[config.mk]
export PLATFORM = sky130hd
export DESIGN_NAME = uart_rx
export DESIGN_NICKNAME = d
export VERILOG_FILES = /design/src/rtl/uart_rx.sv
export SDC_FILE = /design/constraint.sdc
export NUM_CORES = 1
export LEC_CHECK = 0
export CORE_ASPECT_RATIO = 1.75
export CORE_MARGIN = 2
export CORE_UTILIZATION = 50
export CTS_BUF_LIST = sky130_fd_sc_hd__clkbuf_8
export CTS_CLUSTER_SIZE = 14
export DETAILED_ROUTE_END_ITERATION = 16
export PLACE_DENSITY = 0.78
export RECOVER_POWER = 100
export SLEW_MARGIN = 5
export SYNTH_ARGS = -nofsm -noshare
export SYNTH_HDL_FRONTEND = slang
export SYNTH_SLANG_ARGS = --single-unit
[constraint.sdc]
create_clock -name clk -period 2.45 [get_ports clk]
set_input_delay 0.6125 -clock clk [delete_from_list [all_inputs] [get_ports clk]]
set_output_delay 0.6125 -clock clk [all_outputs]
set_load 0.005 [all_outputs]
[src/rtl/uart_rx.sv]
// ============================================================================
// Module   : uart_rx
// Brief    : 8N1 UART receiver with mid-bit sampling and a one-entry held byte
//            behind a valid/ack handshake. Optional even-parity checking is
//            enabled with the UART_RX_PARITY_EN macro.
// Revision : 1.0 - initial release
// ============================================================================
`default_nettype none

module uart_rx #(
    parameter int CLKS_PER_BIT = 16,
    parameter int SYNC_STAGES  = 2
) (
    input  logic       clk,
    input  logic       reset,
    input  logic       rx_in,
    input  logic       rx_ack,
    output logic [7:0] rx_data,
    output logic       rx_valid,
    output logic       rx_frame_err,
    output logic       rx_overrun
`ifdef UART_RX_PARITY_EN
    ,
    output logic       rx_parity_err
`endif
);

    localparam int            CW     = (CLKS_PER_BIT > 1) ? $clog2(CLKS_PER_BIT) : 1;
    localparam logic [CW-1:0] C_HALF = CW'(CLKS_PER_BIT / 2);
    localparam logic [CW-1:0] C_LAST = CW'(CLKS_PER_BIT - 1);
    localparam logic [CW-1:0] C_ONE  = CW'(1);

    localparam logic [2:0] C_IDLE   = 3'd0;
    localparam logic [2:0] C_START  = 3'd1;
    localparam logic [2:0] C_DATA   = 3'd2;
    localparam logic [2:0] C_STOP   = 3'd3;
`ifdef UART_RX_PARITY_EN
    localparam logic [2:0] C_PARITY = 3'd4;
`endif

    logic [SYNC_STAGES-1:0] sync_q,     sync_d;
    logic                   rx_s_dly_q, rx_s_dly_d;
    logic [2:0]             state_q,    state_d;
    logic [CW-1:0]          cnt_q,      cnt_d;
    logic [2:0]             bit_idx_q,  bit_idx_d;
    logic [7:0]             shift_q,    shift_d;
    logic [7:0]             data_q,     data_d;
    logic                   valid_q,    valid_d;
    logic                   ferr_q,     ferr_d;
    logic                   ovr_q,      ovr_d;
`ifdef UART_RX_PARITY_EN
    logic                   pbad_q,     pbad_d;
    logic                   perr_q,     perr_d;
`endif

    logic w_rx_s;
    logic w_sample;
    logic w_bit_end;
    logic w_load;

    assign w_rx_s    = sync_q[SYNC_STAGES-1];
    assign w_sample  = (cnt_q == C_HALF);
    assign w_bit_end = (cnt_q == C_LAST);

    always_comb begin
        sync_d     = {sync_q[SYNC_STAGES-2:0], rx_in};
        rx_s_dly_d = w_rx_s;
        state_d    = state_q;
        cnt_d      = w_bit_end ? '0 : cnt_q + 1'b1;
        bit_idx_d  = bit_idx_q;
        shift_d    = shift_q;
        data_d     = data_q;
        valid_d    = valid_q & ~rx_ack;
        ferr_d     = 1'b0;
        ovr_d      = ovr_q;
        w_load     = 1'b0;
`ifdef UART_RX_PARITY_EN
        pbad_d     = pbad_q;
        perr_d     = 1'b0;
`endif

        case (state_q)
            C_IDLE: begin
                cnt_d = '0;
                // Only a fresh falling edge starts a frame; a held-low line never does.
                if (rx_s_dly_q && !w_rx_s) begin
                    state_d = C_START;
                    cnt_d   = C_ONE;
                end
            end
            C_START: begin
                if (w_sample && w_rx_s) begin
                    state_d = C_IDLE;
                    cnt_d   = '0;
                end else if (w_bit_end) begin
                    state_d   = C_DATA;
                    bit_idx_d = 3'd0;
                end
            end
            C_DATA: begin
                if (w_sample) begin
                    shift_d = {w_rx_s, shift_q[7:1]};
                end
                if (w_bit_end) begin
                    if (bit_idx_q == 3'd7) begin
`ifdef UART_RX_PARITY_EN
                        state_d = C_PARITY;
`else
                        state_d = C_STOP;
`endif
                    end else begin
                        bit_idx_d = bit_idx_q + 3'd1;
                    end
                end
            end
`ifdef UART_RX_PARITY_EN
            C_PARITY: begin
                if (w_sample) begin
                    pbad_d = ^{shift_q, w_rx_s};
                end
                if (w_bit_end) begin
                    state_d = C_STOP;
                end
            end
`endif
            C_STOP: begin
                // Leave at mid stop bit so a back-to-back start edge is not missed.
                if (w_sample) begin
                    state_d = C_IDLE;
                    cnt_d   = '0;
                    if (w_rx_s) begin
                        w_load = 1'b1;
`ifdef UART_RX_PARITY_EN
                        perr_d = pbad_q;
`endif
                    end else begin
                        ferr_d = 1'b1;
                    end
                end
            end
            default: begin
                state_d = C_IDLE;
                cnt_d   = '0;
            end
        endcase

        // A load overrides a same-cycle ack; overrun only when the old byte was not taken.
        if (w_load) begin
            data_d  = shift_q;
            valid_d = 1'b1;
            if (valid_q && !rx_ack) begin
                ovr_d = 1'b1;
            end
        end
    end

    always_ff @(posedge clk or posedge reset) begin
        if (reset) begin
            sync_q     <= '1;
            rx_s_dly_q <= 1'b1;
            state_q    <= C_IDLE;
            cnt_q      <= '0;
            bit_idx_q  <= 3'd0;
            shift_q    <= 8'd0;
            data_q     <= 8'd0;
            valid_q    <= 1'b0;
            ferr_q     <= 1'b0;
            ovr_q      <= 1'b0;
`ifdef UART_RX_PARITY_EN
            pbad_q     <= 1'b0;
            perr_q     <= 1'b0;
`endif
        end else begin
            sync_q     <= sync_d;
            rx_s_dly_q <= rx_s_dly_d;
            state_q    <= state_d;
            cnt_q      <= cnt_d;
            bit_idx_q  <= bit_idx_d;
            shift_q    <= shift_d;
            data_q     <= data_d;
            valid_q    <= valid_d;
            ferr_q     <= ferr_d;
            ovr_q      <= ovr_d;
`ifdef UART_RX_PARITY_EN
            pbad_q     <= pbad_d;
            perr_q     <= perr_d;
`endif
        end
    end

    assign rx_data      = data_q;
    assign rx_valid     = valid_q;
    assign rx_frame_err = ferr_q;
    assign rx_overrun   = ovr_q;
`ifdef UART_RX_PARITY_EN
    assign rx_parity_err = perr_q;
`endif

endmodule

`default_nettype wire
# After elaboration in Yosys (flattened, before gate mapping)
# Index checks and enable logic that the tools add are counted.
# totals
reg_bits	32
word_cells	63
input_bits	4
output_inout_bits	11
# op_classes
bitwise_logic	2
eq_ne	14
n_mux	24
n_reduce_logical	11
addsub	2
# op_table
operator	count
$mux W3	10
$pmux W4 S4	1
$ne A2 B2 Y1 const B	7
$mux W4	3
$pmux W3 S4	1
$reduce_and A5 Y1	2
$eq A4 B4 Y1 const B	2
$mux W1	8
$eq A3 B2 Y1 const B	2
$pmux W3 S2	1
$add A4 B1 Y4 const B	1
$reduce_and A2 Y1	2
$add A3 B1 Y3 const B	1
$eq A3 B1 Y1 const B	1
$eq A3 B3 Y1 const B	1
$logic_and A1 B1 Y1	3
$logic_not A3 Y1	1
$ne A3 B3 Y1 const B	1
$logic_not A1 Y1	2
$reduce_bool A2 Y1	1
$and A1 B1 Y1	1
$not A1 Y1	1

# Depth between registers and ports, before layout
# Gate-level depths: netlist of run 1.
# depth
word_depth	4
mapped_depth	5

# Worst setup path after synthesis of run 1
# Ideal clock, no wire load.
# synth_timing
path_kind	reg-to-reg
startpoint	reg cnt_q[0]
endpoint	reg shift_q[0]
n_path_buf	0
t_arrival_ps	1387
t_required_ps	2325
path_stages_with_launch	6
setup_time_ps	125
setup_slack_ps	938
cell_sequence	dfrtp_1 > inv_1 > ha_1 > nand3b_2 > nor2_4 > mux2_2
# synth_between
elab_chain_cells	2
# synth_rtl
element	line	text
start, declared	44	logic [CW-1:0] cnt_q, cnt_d;
start signal, assigned	177	cnt_q <= cnt_d;
$eq A4 B4 Y1	62	assign w_sample = (cnt_q == C_HALF);
$reduce_and A2 Y1 (no source line)	n/a	
end signal, assigned	179	shift_q <= shift_d;
end, declared	46	logic [7:0] shift_q, shift_d;
# No other way between the ends.
# A chain may end at the register's enable or synchronous reset.

# Final worst setup path of run 1
# layout_timing
startpoint	reg cnt_q[0]
endpoint	reg shift_q[5]
# Same word-level chain as after synthesis.

==> metrics.md, run 1 <==
| Metric | Value |
|---|---|
| CP Data Required Time | `between 2000 and 3000 ps` |
| IO Pins | `15` |
| Sequential cell area | `around 780 um^2` |
| Pin slew with the least headroom to its limit | `742 ps` |
| Row cnt | `25` |
| Status | `completed` |
| Filler cells | `184` |
| Via density | `~5.6` |
| Fmax | `about 500 MHz` |
| Placed Area | `1540 um^2` |
| Ant diodes | `0` |
| Via count | `860` |
| Mean Syn Cell Area | `about 13 um^2` |
| Top Metal Used | `met4` |
| Worst-path clk slew | `60 ps` |
| Worst-Skew Late Latency | `280 ps` |
| Initial core utilization | `51.7%` |
| Die area | `3200 um^2` |
| Total gr overflow | `0` |
| CP endpoint kind | `flop` |
| Setup Skew | `3.04 ps` |
| Final GP Congestion | `0.791` |
| Port Buf Inserts | `14` |
| Syn. warnings | `0` |
| Relative slew slack | `50.5%` |
| # setup viols final | `0` |
| Mapped Area | `1370 um^2` |
| Multi-input logic area | `520 um^2` |
| Sequential share of power | `48.9%` |
| Max VDD drop | `697 uV` |
| Met3 Wirelength | `about 83 um` |
| Die height | `73.3 um` |
| Clock root cell | `clkbuf_8` |
| Internal power | `935 uW` |
| Fin. max-slew vios | `0` |
| Register area share after synthesis | `between 50% and 60%` |
| Die X | `43.6 um` |
| Core Box Area | `roughly 2700 um^2` |
| Crit path launch type | `flop` |
| Largest net degree at the start of global routing | `32` |
| FF+latch count, synth | `31` |
| Power per Cell Area | `a little over 800 nW/um^2` |
| Hold Path Class | `reg -> reg` |
| Initial antenna violation count | `0` |
| Detailed Place HPWL | `about 1.8 mm` |
| First-pass GRT wire length | `4.22 mm` |
| Clk sinks | `31` |
| 1st-iter DRT viols | `16` |
| Leak | `0.829 nW` |
| Post-cts gate resize count | `0` |
| Sw power | `394 uW` |
| WL/cell | `15.9 um` |
| H-Tree Depth | `2` |
| Design Area, Final | `1610 um^2` |
| Gate power share | `between 10% and 20%` |
| Hold Vio Cnt, Final | `0` |
| Total Wirelength | `2.43 mm` |
| Crit path kind | `reg -> reg` |
| Main flop type after synthesis | `dfrtp_1` |
| CP Max Fanout | `8` |
| Hold buffers post-CTS | `0` |
| Maxcap violations | `0` |
| Number of global-route vias before repair | `922` |
| Layout cells sized above 1 | `20.6%` |
| WL met1 | `894 um` |
| Final min period | `1990 ps` |
| Async S/R FF share, synth | `100%` |
| Synth unique cells | `34` |
| GRT Util Overall | `18.4%` |
| Clk buf depth | `2` |
| Area grow syn2layout | `17.1%` |
| Critical Path AT | `roughly 2200 ps` |
| Antenna Nets Post-Route | `0` |
| Setup Buffers After CTS | `0` |
| Number of synthesized flops with an enable pin | `0` |
| Final period util | `81.1%` |
| Syn_nets | `114` |
| TritonCTS Buffers | `5` |
| Met2 wire len | `1.39 mm` |
| Synthesized instance count | `between 100 and 150` |
| Unrepaired setup endpoints after global routing | `false` |
| Clock Power Share | `32.2%` |
| DRC viols | `0` |
| Setup Total Neg Slack | `0 ps` |
| Pre-antenna DRT Iters | `3` |
| CTS tree | `yes` |
| Sw Share | `between 20 and 30%` |
| Nets@finish | `about 130` |
## cell families (layout without fill, tap and decap cells)
| logic type | after synthesis | in the layout | synth area share [%] |
|---|---|---|---|
| DFF | 31 | 31 | 56.7 |
| buffers and inverters | 11 | 31 | 3.46 |
| and+or+nand+nor | 21 | 21 | 11.3 |
| adders and majority gates | 4 | 4 | 3.64 |
| muxes | 17 | 17 | 13.8 |
| xor gates and xnor gates | 1 | 1 | 0.638 |
| AOI/OAI and AO/OA | 21 | 21 | 10.4 |
## worst max-delay path, stage by stage, from the launching register on
cell	delay (ps)
dfrtp_1	410
inv_1	90
ha_1	200
nand3b_1	190
nor2_1	570
mux2_2	410
## path summary, 6_finish.rpt
path                                      from                endpoint  slack (ps)  cells past startpoint
max in group asynchronous                reset  rx_data[6]$_DFFE_PP0P_        1000                      3
max reg2reg                 cnt_q[0]$_DFF_PP0_  shift_q[5]$_DFFE_PP0P_         460                      5
max                         cnt_q[0]$_DFF_PP0_  shift_q[5]$_DFFE_PP0P_         460                      5
min in group asynchronous                reset  rx_data[1]$_DFFE_PP0P_         990                      3
min                        sync_q[0]$_DFF_PP1_     sync_q[1]$_DFF_PP1_         360                      0
min reg2reg                sync_q[0]$_DFF_PP1_     sync_q[1]$_DFF_PP1_         360                      0
## flip-flops by register name, summed over array words and instances, names as in the netlist, 2 cells and up
| signal | flops |
|---|---|
| rx_data | 8 |
| shift_q | 8 |
| cnt_q | 4 |
| bit_idx_q | 3 |
| state_q | 2 |
| sync_q | 2 |
## synthesized netlist by cell type, drive strengths merged, types with 3 or more instances
| master | count | area, um^2 |
|---|---|---|
| dfstp | 3 | 78.8 |
| nand2 | 4 | 15.0 |
| ha | 4 | 50.1 |
| dfrtp | 28 | 701 |
| nor2 | 5 | 42.5 |
| buf | 3 | 17.5 |
| a21oi | 5 | 25.0 |
| nand3 | 3 | 15.0 |
| mux2 | 16 | 180 |
| o211ai | 3 | 22.5 |
| inv | 8 | 30.0 |
## layout by cell type, fill, tap and decap left out, types with 2 or more instances in the layout
master	count
o211ai_1	3
nand2b_1	2
mux2_2	13
dfstp_2	2
a21oi_1	5
a22oi_1	2
inv_1	9
a31o_2	2
ha_1	4
o21ai_0	2
mux2_1	3
nand2_1	4
dlygate4sd3_1	13
dfrtp_1	28
a21o_1	2
nor2_1	4
clkbuf_8	7
nand3_1	3
## power groups by stage
stage,registers [mW],clock network [mW],logic (mW)
after floorplan,0.615,0,0.265
after global placement,0.659,0,0.264
after detailed placement,0.663,0,0.270
after CTS,0.656,0.439,0.271
after global routing,0.660,0.457,0.285
final,0.650,0.427,0.251
## area by class of cell
cell class	instances	area share (%)
Clock buffer	7	5.99
Inverter	8	1.87
Sequential cell	31	48.4
Multi-Input combinational cell	64	32.3
Clock inverter	1	0.233
Timing Repair Buffer	15	9.02
Tap cell	27	2.10
## per-stage QoR
stage                     power [mW]  instances  util, %  hold slack (ps)  setup slack (ps)
final                           1.33        153     60.5              361               464
after global routing            1.40        153     60.5              362               333
after CTS                       1.37        153     61.6              358               667
after detailed placement       0.934        145     57.8              354               748
after global placement         0.923        145     57.8              346               846
after floorplan                0.880        106        -              345               938
## layer usage
metal / up-vias / GRT usage, %
met5: - / 0
met4: 0 / 10.1
met3: 5 / 4.91
met2: 14 / 32.2
met1: 429 / 19.2
li1: 412 / -
Note: power is estimated with default switching activity, not from simulation.
==> inputs of run 2 (changes only) <==
--- a/config.mk
+++ b/config.mk
@@ -11,7 +11,7 @@
 export CTS_BUF_LIST = sky130_fd_sc_hd__clkbuf_8
 export CTS_CLUSTER_SIZE = 14
 export DETAILED_ROUTE_END_ITERATION = 16
-export PLACE_DENSITY = 0.78
+export PLACE_DENSITY = 0.81
 export RECOVER_POWER = 100
 export SLEW_MARGIN = 5
 export SYNTH_ARGS = -nofsm -noshare
==> constraint.sdc (replaced) <==
create_clock -name clk -period 1.7 [get_ports clk]
set_input_delay 0.425 -clock clk [delete_from_list [all_inputs] [get_ports clk]]
set_output_delay 0.425 -clock clk [all_outputs]
set_load 0.005 [all_outputs]
==> metrics.md, run 2 (synthesis results as in run 1) <==
| Metric | Value |
|---|---|
| CTS tree | `yes` |
| Critical path's slowest cell | `dlygate4sd3_1` |
| Clock root cell | `clkbuf_8` |
| Worst-path clk slew | `60 ps (about the same)` |
| Antenna Nets Post-Route | `0 (unchanged)` |
| GRT Util Overall | `17.7% (-0.67 points)` |
| Max incr delay on CP | `580 ps (about the same)` |
| Hold Startpoint | `sync_q[0]$_DFF_PP1_` |
| Final period util | `97.4%` |
| IO Pins | `15 (unchanged)` |
| Layout cells sized above 1 | `23.4% (+2.8 points)` |
| Total Wirelength | `2.45 mm (+0.90%)` |
| Fin. max-slew vios | `0 (unchanged)` |
| Ant diodes | `0 (unchanged)` |
| Total gr overflow | `0 (unchanged)` |
| Placed insts | `147 (+1.4%)` |
| Gate power share | `22.2% (+3.3 points)` |
| Filler cells | `189 (+2.7%)` |
| Critical Path AT | `1230 ps (-920 ps)` |
| Worst-Skew Late Latency | `280 ps (about the same)` |
| # setup viols final | `0 (unchanged)` |
| Row cnt | `25 (unchanged)` |
| Die height | `73.3 um (unchanged)` |
| Setup Total Neg Slack | `0 ps (unchanged)` |
| Clk buf depth | `2 (unchanged)` |
| CP Max Fanout | `2 (-6)` |
| Setup Buffers After CTS | `0 (unchanged)` |
| Sw power | `596 uW (+51%)` |
| Die area | `3200 um^2 (unchanged)` |
| H-Tree Depth | `2 (unchanged)` |
| Worst setup path startpoint | `rx_data[3]$_DFFE_PP0P_` |
| Design Area, Final | `1630 um^2 (+1.2%)` |
| Critical path buffer and inverter count | `1 (unchanged)` |
| Clk sinks | `31 (unchanged)` |
| Largest net degree at the start of global routing | `32 (unchanged)` |
| Hold Vio Cnt, Final | `0 (unchanged)` |
| Tot Pwr | `1.88 mW (+42%)` |
| RR Startpoint | `cnt_q[0]$_DFF_PP0_` |
| Fmax | `604 MHz` |
| WL/cell | `15.8 um (-0.40%)` |
| Initial core utilization | `51.7% (unchanged)` |
| CP endpoint kind | `output pin` |
| Max VDD drop | `991 uV (+42%)` |
| Status | `completed` |
| CP top delay family | `buffers and inverters` |
| Hold Path Class | `reg -> reg` |
| Placed Area | `1570 um^2 (+1.8%)` |
| Pre-antenna DRT Iters | `4 (+1)` |
| Internal power | `1.29 mW (+38%)` |
| DRC viols | `0 (unchanged)` |
| Via count | `885 (+2.9%)` |
| Final GP Congestion | `0.772 (-2.5%)` |
| Maxcap violations | `0 (unchanged)` |
| Port Buf Inserts | `14 (unchanged)` |
| Sequential share of power | `49.8% (+0.9 points)` |
| Crit path launch type | `flop` |
| Core Box Area | `2660 um^2 (unchanged)` |
| Final min period | `1660 ps` |
| CP Data Required Time | `1270 ps (-1340 ps)` |
| Number of global-route vias before repair | `914 (-0.87%)` |
| Crit path kind | `reg -> out` |
| First-pass GRT wire length | `4.13 mm (-2.1%)` |
| Relative slew slack | `51.9% (+1.3 points)` |
| Pin slew with the least headroom to its limit | `722 ps (-20.0 ps)` |
| Detailed Place HPWL | `1.78 mm (+0.15%)` |
| Initial antenna violation count | `0 (unchanged)` |
| Setup Skew | `9.43 ps (+6.38 ps)` |
| Leak | `0.842 nW (+1.6%)` |
| Area grow syn2layout | `18.5%` |
| Fin cells | `155 (+1.3%)` |
| Die X | `43.6 um (unchanged)` |
| Clock Power Share | `28.0% (-4.2 points)` |
| 1st-iter DRT viols | `12 (-4)` |
| Critical-path cell list | `dlygate4sd3_1` |
| TritonCTS Buffers | `5 (unchanged)` |
| Sw Share | `31.7% (+2.0 points)` |
| Nets@finish | `135 (+1.5%)` |
| Commonest non-fill, non-tap cell in the layout | `dfrtp_1` |
| Via density | `5.71 (+1.6%)` |
| Most frequent cells in the layout | `dfrtp_1, mux2_2, dlygate4sd3_1` |
| Power per Cell Area | `1160 nW/um^2 (+40%)` |
| Unrepaired setup endpoints after global routing | `true` |
## run 2: layout make-up
class                           count  area, um^2  area share [%]
Clock buffer                        5        68.8            4.23
Sequential cell                    31         779            47.9
Tap cell                           27        33.8            2.08
Multi-Input combinational cell     64         547            33.6
Clock inverter                      3        12.5           0.769
Timing Repair Buffer               17         156            9.61
Inverter                            8        30.0            1.84
## run 2: power groups by stage
stage               Combinational, mW  Clock [mW]  Sequential, mW
floorplan                       0.382           0           0.887
global placement                0.410           0           0.939
detailed placement              0.427           0           0.945
CTS                             0.429       0.544           0.933
global route                    0.466       0.567           0.948
finish                          0.418       0.528           0.936
## run 2: final timing paths
kind	slack [ps]	endpoint	cells past startpoint
setup / recovery	40	rx_data[3]	1
hold / removal	360	sync_q[1]$_DFF_PP1_	0
setup reg to reg	80	shift_q[7]$_DFFE_PP0P_	5
hold reg to reg	360	sync_q[1]$_DFF_PP1_	0
max in group asynchronous	440	rx_data[6]$_DFFE_PP0P_	3
min in group asynchronous	790	shift_q[0]$_DFFE_PP0P_	3
## run 2: metal layers
layer | track usage (%) | vias to the layer above | wire, um
met4 | 9.09 | 0 | 55
met2 | 31.7 | 14 | 1400
met5 | 0 | - | 0
met3 | 4.91 | 7 | 81
li1 | - | 416 | -
met1 | 18.0 | 448 | 920
## run 2: per-stage QoR
stage          hold WS (ps)  setup slack [ps]  utilization, %
3_5_place_dp            347              73.1            58.9
4_1_cts                 356              50.3            61.9
6_report                355              44.3            61.2
3_3_place_gp            346              99.2            58.9
5_1_grt                 362             -12.7            61.2
2_1_floorplan           345               188               -
## run 2: repair_timing
item,CTS,global route
endpoints found under the setup margin,0,8
hold buffers,0,0
resized for setup,0,0
## run 2: worst register-to-register path, stage by stage, from the launching register on
cell      delay [ps]
dfrtp_1          410
inv_1             80
ha_1             220
nand3b_2         170
nor2_4           250
mux2_2           370
==> inputs of run 3 (changes only) <==
--- a/config.mk
+++ b/config.mk
@@ -6,7 +6,6 @@
 export NUM_CORES = 1
 export LEC_CHECK = 0
 export CORE_ASPECT_RATIO = 1.75
-export CORE_MARGIN = 2
 export CORE_UTILIZATION = 50
 export CTS_BUF_LIST = sky130_fd_sc_hd__clkbuf_8
 export CTS_CLUSTER_SIZE = 14
==> metrics.md, run 3 (synthesis results as in run 1) <==
| Metric | Value |
|---|---|
| H-Tree Depth | `2 (unchanged)` |
| Via count | `877 (-0.90%)` |
| Crit path launch type | `flop` |
| Max VDD drop | `994 uV (+0.35%)` |
| Leak | `0.849 nW (+0.84%)` |
| Detailed Place HPWL | `1.79 mm (+0.41%)` |
| Port Buf Inserts | `14 (unchanged)` |
| CP endpoint kind | `output pin` |
| Final worst slack | `42.4 ps (-1.93 ps)` |
| Die area | `2970 um^2 (-7.2%)` |
| 1st-iter DRT viols | `21 (+9)` |
| Total gr overflow | `0 (unchanged)` |
| Layout cells sized above 1 | `22.8% (-0.60 points)` |
| Antenna Nets Post-Route | `0 (unchanged)` |
| Initial core utilization | `53.8% (+2.2 points)` |
| CP Data Required Time | `1270 ps (about the same)` |
| IO Pins | `15 (unchanged)` |
| Sequential share of power | `50.0% (+0.2 points)` |
| Clk buf depth | `2 (unchanged)` |
| Crit path kind | `reg -> out` |
| Worst slack at placement | `42.7 ps (-30.4 ps)` |
| Worst-path clk slew | `50 ps (about the same)` |
| Power per Cell Area | `1150 nW/um^2 (-0.19%)` |
| CP Max Fanout | `2 (unchanged)` |
| Final GP Congestion | `0.812 (+5.2%)` |
| Critical path's slowest cell | `dlygate4sd3_1` |
| Critical path buffer and inverter count | `1 (unchanged)` |
| Number of global-route vias before repair | `941 (+3.0%)` |
| Critical Path AT | `1230 ps (about the same)` |
| Core Box Area | `2550 um^2 (-4.0%)` |
| Fin. max-slew vios | `0 (unchanged)` |
| Setup Skew | `4.43 ps (-5.00 ps)` |
| Initial antenna violation count | `0 (unchanged)` |
| GRT Util Overall | `19.0% (+1.3 points)` |
| Setup Buffers After CTS | `0 (unchanged)` |
| CTS tree | `yes` |
| Final period util | `97.5% (+0.11 points)` |
| Critical-path cell list | `dlygate4sd3_1` |
| Pre-antenna DRT Iters | `3 (-1)` |
| Sw Share | `31.5% (-0.21 points)` |
| Die height | `71.3 um (-2.7%)` |
| Clock Power Share | `26.8% (-1.2 points)` |
| WL/cell | `15.9 um (+0.44%)` |
| Fmax | `603 MHz (-0.12%)` |
| Clk sinks | `31 (unchanged)` |
| Status | `completed` |
| Hold Vio Cnt, Final | `0 (unchanged)` |
| Worst-Skew Late Latency | `280 ps (about the same)` |
| Commonest non-fill, non-tap cell in the layout | `dfrtp_1` |
| Nets@finish | `135 (unchanged)` |
| Area grow syn2layout | `18.9%` |
| # setup viols final | `0 (unchanged)` |
| Unrepaired setup endpoints after global routing | `false` |
| CP top delay family | `buffers and inverters` |
| Via density | `5.73 (+0.39%)` |
| Relative slew slack | `49.9% (-2.0 points)` |
| Gate power share | `23.2% (+1.0 points)` |
| Clock root cell | `clkbuf_8` |
| Filler cells | `170 (-10%)` |
| Setup Total Neg Slack | `0 ps (unchanged)` |
| Row cnt | `24 (-4.0%)` |
| Maxcap violations | `0 (unchanged)` |
| Total Wirelength | `2.43 mm (-0.86%)` |
| Largest net degree at the start of global routing | `32 (unchanged)` |
| Internal power | `1.29 mW (+0.42%)` |
| Sw power | `593 uW (-0.54%)` |
| Final min period | `1660 ps (+1.93 ps)` |
| Hold Path Class | `reg -> reg` |
| Most frequent cells in the layout | `dfrtp_1, mux2_2, inv_1` |
| Die X | `41.6 um (-4.6%)` |
| First-pass GRT wire length | `4.18 mm (+1.2%)` |
| TritonCTS Buffers | `5 (unchanged)` |
| DRC viols | `0 (unchanged)` |
| Max incr delay on CP | `580 ps (about the same)` |
| Pin slew with the least headroom to its limit | `752 ps (+29.9 ps)` |
| Ant diodes | `0 (unchanged)` |
run 3: cell count changes in the layout (fill, tap and decap cells not counted):
cell and change:
nand3b_2 -1, dlygate4sd3_1 -2, ha_2 +1, ha_1 -1
nand3b_4 +1, clkdlybuf4s50_1 +2, dfstp_1 +1, dfstp_2 -1
clkinv_2 -1
run 3: through the flow:
step	util (%)	std cells	hold WS, ps	cell area [um^2]	total power [mW]
finish	64.0	153	359	1630	1.88
CTS	63.8	153	354	1630	1.89
detailed placement	60.8	146	347	1550	1.37
global placement	60.8	146	346	1550	1.35
floorplan	-	106	345	1370	1.27
global route	64.0	153	361	1630	1.99
run 3: metal layers:
layer | up-vias | GRT usage, % | routed length, um
li1 | 414 | - | -
met3 | 6 | 4.28 | 69
met5 | - | 0 | 0
met4 | 0 | 10.8 | 61
met2 | 12 | 36.3 | 1430
met1 | 445 | 17.8 | 866
run 3: layout make-up:
class	instances	area, um^2	share of cell area, %
sequential	31	779	47.7
inverter	8	30.0	1.84
timing repair buffer	17	156	9.58
tap	26	32.5	1.99
clock inverter	2	7.51	0.460
multi-input combinational	64	558	34.2
clock buffer	5	68.8	4.21
run 3: path summary, 6_finish.rpt:
| check | start | endpoint | slack, ps | depth (start not counted) |
|---|---|---|---|---|
| setup / recovery | rx_data[4]$_DFFE_PP0P_ | rx_data[4] | 40 | 1 |
| hold / removal | sync_q[0]$_DFF_PP1_ | sync_q[1]$_DFF_PP1_ | 360 | 0 |
| setup reg to reg | cnt_q[0]$_DFF_PP0_ | rx_data[5]$_DFFE_PP0P_ | 90 | 5 |
| hold reg to reg | sync_q[0]$_DFF_PP1_ | sync_q[1]$_DFF_PP1_ | 360 | 0 |
| max in group asynchronous | reset | cnt_q[3]$_DFF_PP0_ | 410 | 3 |
| min in group asynchronous | reset | state_q[0]$_DFFE_PP0P_ | 810 | 3 |
run 3: worst reg2reg max path: stages, from the launching register on:
cell      delay (ps)
dfrtp_1          410
inv_1            100
ha_2             240
nand4b_4         170
nor2_8           220
mux2_2           360
run 3: power groups by stage:
stage	logic (mW)	clock network [mW]	registers [mW]
6_report	0.437	0.505	0.942
5_1_grt	0.483	0.551	0.957
4_1_cts	0.429	0.524	0.934
3_5_place_dp	0.426	0	0.946
3_3_place_gp	0.406	0	0.940
2_1_floorplan	0.382	0	0.887
run 3: timing repair:
action,4_1_cts,5_1_grt
hold buffers,0,0
gates resized for setup,0,3
setup endpoints to repair,0,16
hold endpoints to repair,0,0
